### src/rtl/uart_pkg.sv
// ============================================================================
// Module : uart_pkg
// Brief  : Shared UART types, defaults and the oversample divider rule.
// Rev    : 1.0
// ============================================================================
`default_nettype none

package uart_pkg;

    typedef enum logic [2:0] {
        IDLE  = 3'd0,
        START = 3'd1,
        DATA  = 3'd2,
        STOP  = 3'd3,
        BREAK = 3'd4
    } state_t;

    localparam int OVS_DEFAULT = 16;

    // System clocks per oversample tick, never below one.
    function automatic int calc_div(input int clk_hz, input int baud, input int ovs);
        int d;
        d = clk_hz / (baud * ovs);
        if (d < 1) d = 1;
        return d;
    endfunction

endpackage

`default_nettype wire

### src/rtl/uart_baud_tick.sv
// ============================================================================
// Module : uart_baud_tick
// Brief  : Oversample tick generator with synchronous phase clear.
// Rev    : 1.0
// ============================================================================
`default_nettype none

module uart_baud_tick #(
    parameter int DIV = 1
) (
    input  logic clk,
    input  logic rst,
    input  logic i_clr,
    output logic o_tick
);

    localparam int            CW     = (DIV > 1) ? $clog2(DIV) : 1;
    localparam logic [CW-1:0] c_LAST = CW'(DIV - 1);

    logic [CW-1:0] r_div_cnt;

    always_ff @(posedge clk) begin
        if (rst || i_clr) begin
            r_div_cnt <= '0;
        end else if (r_div_cnt == c_LAST) begin
            r_div_cnt <= '0;
        end else begin
            r_div_cnt <= r_div_cnt + 1'b1;
        end
    end

    assign o_tick = (r_div_cnt == c_LAST) && !i_clr;

endmodule

`default_nettype wire

### src/rtl/uart_rx_core.sv
// ============================================================================
// Module : uart_rx_core
// Brief  : 8N1 UART receiver, 16x oversampled, valid strobe and framing error.
// Rev    : 1.0
// ============================================================================
`default_nettype none

module uart_rx_core
    import uart_pkg::*;
#(
    parameter int CLK_HZ = 100000000,
    parameter int BAUD   = 96000,
    parameter int OVS    = OVS_DEFAULT
) (
    input  logic       clk,
    input  logic       rst,
    input  logic       rxd,
    output logic [7:0] word,
    output logic       word_valid,
    output logic       frame_err,
    output logic       busy
);

    localparam int            DIV       = calc_div(CLK_HZ, BAUD, OVS);
    localparam int            OW        = $clog2(OVS);
    localparam logic [OW-1:0] c_OS_LAST = OW'(OVS - 1);
    localparam logic [OW-1:0] c_OS_MID  = OW'(OVS / 2 - 1);

    logic          r_sync1;
    logic          r_rxs;
    logic          r_prev;
    state_t        r_state;
    logic [OW-1:0] r_os_cnt;
    logic [2:0]    r_bit_cnt;
    logic [7:0]    r_shreg;
    logic [7:0]    r_word;
    logic          r_word_valid;
    logic          r_frame_err;
    logic          r_busy;
    logic          w_tick;
    logic          w_clr;

    // Divider is parked at zero while idle so sampling phase follows the start edge.
    assign w_clr = (r_state == IDLE);

    uart_baud_tick #(
        .DIV    (DIV)
    ) u_tick (
        .clk    (clk),
        .rst    (rst),
        .i_clr  (w_clr),
        .o_tick (w_tick)
    );

    always_ff @(posedge clk) begin
        if (rst) begin
            r_sync1 <= 1'b1;
            r_rxs   <= 1'b1;
            r_prev  <= 1'b1;
        end else begin
            r_sync1 <= rxd;
            r_rxs   <= r_sync1;
            r_prev  <= r_rxs;
        end
    end

    always_ff @(posedge clk) begin
        if (rst) begin
            r_state      <= IDLE;
            r_os_cnt     <= '0;
            r_bit_cnt    <= '0;
            r_shreg      <= '0;
            r_word       <= '0;
            r_word_valid <= 1'b0;
            r_frame_err  <= 1'b0;
            r_busy       <= 1'b0;
        end else begin
            r_word_valid <= 1'b0;
            r_frame_err  <= 1'b0;
            case (r_state)
                IDLE: begin
                    r_busy <= 1'b0;
                    if (r_prev && !r_rxs) begin
                        r_state   <= START;
                        r_os_cnt  <= '0;
                        r_bit_cnt <= '0;
                        r_busy    <= 1'b1;
                    end
                end
                START: begin
                    if (w_tick) begin
                        if (r_os_cnt == c_OS_MID) begin
                            r_os_cnt <= '0;
                            if (r_rxs) begin
                                r_state <= IDLE;
                                r_busy  <= 1'b0;
                            end else begin
                                r_state <= DATA;
                            end
                        end else begin
                            r_os_cnt <= r_os_cnt + 1'b1;
                        end
                    end
                end
                DATA: begin
                    if (w_tick) begin
                        if (r_os_cnt == c_OS_LAST) begin
                            r_os_cnt  <= '0;
                            r_shreg   <= {r_rxs, r_shreg[7:1]};
                            r_bit_cnt <= r_bit_cnt + 1'b1;
                            if (r_bit_cnt == 3'd7) begin
                                r_state <= STOP;
                            end
                        end else begin
                            r_os_cnt <= r_os_cnt + 1'b1;
                        end
                    end
                end
                STOP: begin
                    if (w_tick) begin
                        if (r_os_cnt == c_OS_LAST) begin
                            r_os_cnt <= '0;
                            if (r_rxs) begin
                                r_word       <= r_shreg;
                                r_word_valid <= 1'b1;
                                r_state      <= IDLE;
                                r_busy       <= 1'b0;
                            end else begin
                                r_frame_err <= 1'b1;
                                r_state     <= BREAK;
                            end
                        end else begin
                            r_os_cnt <= r_os_cnt + 1'b1;
                        end
                    end
                end
                BREAK: begin
                    // Hold here so a line stuck low reports a single error.
                    if (r_rxs) begin
                        r_state <= IDLE;
                        r_busy  <= 1'b0;
                    end
                end
                default: begin
                    r_state <= IDLE;
                    r_busy  <= 1'b0;
                end
            endcase
        end
    end

    assign word       = r_word;
    assign word_valid = r_word_valid;
    assign frame_err  = r_frame_err;
    assign busy       = r_busy;

endmodule

`default_nettype wire

### config.mk
export PLATFORM = sky130hd
export DESIGN_NAME = uart_rx_core
export DESIGN_NICKNAME = d
export VERILOG_FILES = /design/src/rtl/uart_pkg.sv /design/src/rtl/uart_baud_tick.sv /design/src/rtl/uart_rx_core.sv
export SDC_FILE = /design/constraint.sdc
export NUM_CORES = 1
export LEC_CHECK = 0
export ABC_AREA = 1
export BUFFER_PORTS_ARGS = -buffer_cell sky130_fd_sc_hd__buf_2
export CAP_MARGIN = 10
export CORE_MARGIN = 10
export CORE_UTILIZATION = 40
export CTS_BUF_LIST = sky130_fd_sc_hd__clkbuf_8 sky130_fd_sc_hd__clkbuf_16
export DETAILED_ROUTE_END_ITERATION = 12
export PLACE_DENSITY = 0.71
export SLEW_MARGIN = 25
export SYNTH_ARGS = -nofsm -noshare
export SYNTH_HDL_FRONTEND = slang
export SYNTH_SLANG_ARGS = --single-unit
### constraint.sdc
create_clock -name clk -period 1.3 [get_ports clk]
set_clock_uncertainty 0.05 [all_clocks]
set_input_delay 0.065 -clock clk [delete_from_list [all_inputs] [get_ports clk]]
set_output_delay 0.065 -clock clk [all_outputs]
set_load 0.005 [all_outputs]
==> flow_summary.toml <==
[place]
numPortBuffers = 13
dp_cells = 342
dp.final_hpwl_um = 2930
gp_congestion = 0.915
pre_cts_slack_ns = -0.199

[synthesis]
yosysUniqueCellTypes = 26
yosys_register_bits = 39
yosysSeqAreaShare_pct = 42.4
syn_nets = 254
syn_area_per_cell_um2 = 7.48
synth_cells = 246
synth_area_um2 = 1840
synth_warnings = 0

[final_layout]
num_antenna_cells = 0
area_delta_synth_final_pct = 37.0
post_route_cells_drive_above_1_share_pct = 39.6
fill_cells = 400
finalNonFillerCells = 355
nNetsFinal = 310

[global_route]
grt_util_all_layers_pct = 11.4
grt-ovfl-total = 0
grt_pass1_wl_um = 7140
grt_max_degree = 23
antenna_found_initial = 0
grt_pass1_vias = 1592

[clock_network]
cts_buffer_depth = 2
clk_pin_slew_ns = 0.08
cts_max_level = 2
cts_root_buf = "clkbuf_8"
clock_sinks = 39
cts_buffers = 5
cts_tree = "done"
clock_latency_ns = 0.30

[die]
core_area_um2 = 4410
die_area_um2 = 7710
initial_core_util_pct = 41.7
die_h_um = 87.8
io_pins = 14
die_w_um = 87.8
rows = 24

[power]
ir_drop_mv = 0.915
p_per_area_nw_per_um2 = 1350
p_leak_nw = 1.11

[timing]
post-route-worst-setup-slack_ns = -0.242
tightest_slew_ns = 0.344
setup_violations = 36
min_period_ns = 1.54
slew_violations = 0
rsz0062_at_grt = "true"
fmax_mhz = 648
min_period_over_period_pct = 119
slew_headroom_pct = 76.9
hold_viol_final = 0

[status]
status = "finished, violations left"
violations = "negative setup slack"

[setup_path]
endpoint_kind = "flip-flop"
worst-endpoint-arrival_ns = 1.68
slowest_delay_ns = 0.33
startpoint_type = "flip-flop"
critical_path_class = "flip-flop to flip-flop"
crit_family = "simple AND/OR/NAND/NOR gates"
crit_chain = "inv_2 -> ha_4 -> inv_2 -> nor2_4 -> nand3_4 -> nor2_4 -> nand3_4 -> inv_4 -> a21oi_1"
reg2reg_from = "u_tick.r_div_cnt[1]$_SDFF_PP0_"
cp_data_required_time_ns = 1.44
worstSetupStartpoint = "u_tick.r_div_cnt[1]$_SDFF_PP0_"
worst-path-max-fanout = 8
critPathBufInv = 3
cpMaxStageDelayCell = "dfxtp_2"

[routing]
vias_per_cell = 4.94
drc_errors = 0
postRouteAntennaNets = 0
num_vias = 1754
routedWlPerCell_um = 12.3
wl_um = 4380
drt_iter0_markers = 59
drt-pass1-iter-count = 4

[job]
maxCapViolations = 0

[worst_hold_path]
hold_class = "flip-flop to flip-flop"
hp-start = "r_sync1$_SDFF_PP1_"
## metrics by stage
stage                     hold WS, ns  instance area [um^2]  utilization (%)  TNS, ns  power [mW]
final                           0.365                  2520             57.1    -5.89        3.40
after floorplan                0.0841                  1880                -    -1.62        2.01
after global routing            0.389                  2520             57.1    -8.90        3.61
after detailed placement        0.200                  2260             51.2    -4.22        2.32
after CTS                       0.371                  2430             55.0    -5.11        3.40
after global placement          0.198                  2260             51.2    -3.25        2.29
## synthesized netlist by cell type (all sizes together)
master / number / area, um^2
inv: 37 / 139
nand4: 3 / 25.0
clkinv: 1 / 3.75
dfxtp: 39 / 781
nand2: 60 / 245
buf: 1 / 5.00
ha: 5 / 62.6
nand3b: 1 / 7.51
nor3: 3 / 15.0
o21ai: 13 / 76.3
nor4: 3 / 18.8
clkbuf: 1 / 3.75
nand3: 17 / 140
nor2: 30 / 143
a21oi: 29 / 156
or2: 3 / 18.8
## worst reg2reg max path, cell delays in order, from the launching register on
cell and delay [ns]:
dfxtp_2 0.33, inv_2 0.06, ha_4 0.12, inv_2 0.03, nor2_4 0.12, nand3_4 0.13
nor2_4 0.23, nand3_4 0.15, inv_4 0.14, a21oi_1 0.08
## cells in the final DEF, fill, tap and decap left out, types with 3 or more instances in the layout
| master | count |
|---|---|
| buf_4 | 33 |
| inv_1 | 27 |
| ha_1 | 3 |
| nor2_1 | 19 |
| nor2_2 | 7 |
| nand3_2 | 5 |
| nand3_1 | 8 |
| nand2_2 | 9 |
| inv_2 | 9 |
| nor2_4 | 4 |
| dfxtp_1 | 35 |
| a21oi_1 | 20 |
| or2_2 | 3 |
| a21oi_2 | 8 |
| buf_2 | 13 |
| nand3_4 | 5 |
| dfxtp_2 | 4 |
| o21ai_1 | 8 |
| clkbuf_8 | 5 |
| nand2_1 | 51 |
## report_power, final
group / internal (mW) / switching, mW
Sequential: 1.27 / 0.0583
Combinational: 0.436 / 0.597
Clock: 0.572 / 0.464
## final cells by class
| class | instances | area, um^2 | area share [%] |
|---|---|---|---|
| Clock buffer | 5 | 68.8 | 2.73 |
| Clock inverter | 3 | 43.8 | 1.74 |
| Inverter | 38 | 145 | 5.76 |
| Multi-Input combinational cell | 168 | 1050 | 41.6 |
| Sequential cell | 39 | 786 | 31.2 |
| Tap cell | 52 | 65.1 | 2.58 |
| Timing Repair Buffer | 50 | 364 | 14.4 |
## sequential cells by signal (all words and copies together), names as in the netlist
name / flops
r_bit_cnt: 3
busy: 1
u_tick.r_div_cnt: 7
word: 8
r_prev: 1
r_shreg: 8
word_valid: 1
r_os_cnt: 4
frame_err: 1
r_state: 3
r_sync1: 1
r_rxs: 1
## layer usage
metal / routed length (um) / vias up / track usage (%)
met1: 2030 / 828 / 14.2
met2: 2110 / 20 / 17.9
met3: 192 / 4 / 3.16
met5: 0 / - / 0
li1: - / 902 / -
met4: 47 / 0 / 5.22
## kinds of logic after synthesis
| logic type | count (synthesis) | synth area share [%] |
|---|---|---|
| fa+ha+maj | 5 | 3.40 |
| compound gates | 42 | 12.6 |
| buf+inv | 40 | 8.23 |
| flops | 39 | 42.4 |
| simple gates | 120 | 33.3 |
## worst paths after layout
path	endpoint	slack [ns]	cells past startpoint
setup / recovery	word[4]$_SDFFE_PP0P_	-0.24	9
hold / removal	r_rxs$_SDFF_PP1_	0.37	1
setup reg to reg	word[4]$_SDFFE_PP0P_	-0.24	9
hold reg to reg	r_rxs$_SDFF_PP1_	0.37	1
## what timing repair did
| action | CTS | global route |
|---|---|---|
| setup endpoints to repair | 36 | 36 |
| gates cloned | 0 | 1 |
| hold endpoints to repair | 5 | 0 |
| resized for setup | 6 | 21 |
| hold buffers | 2 | 0 |
| pin swaps | 6 | 5 |
| setup buffers | 1 | 2 |
Power figures use the tool's default switching activity.
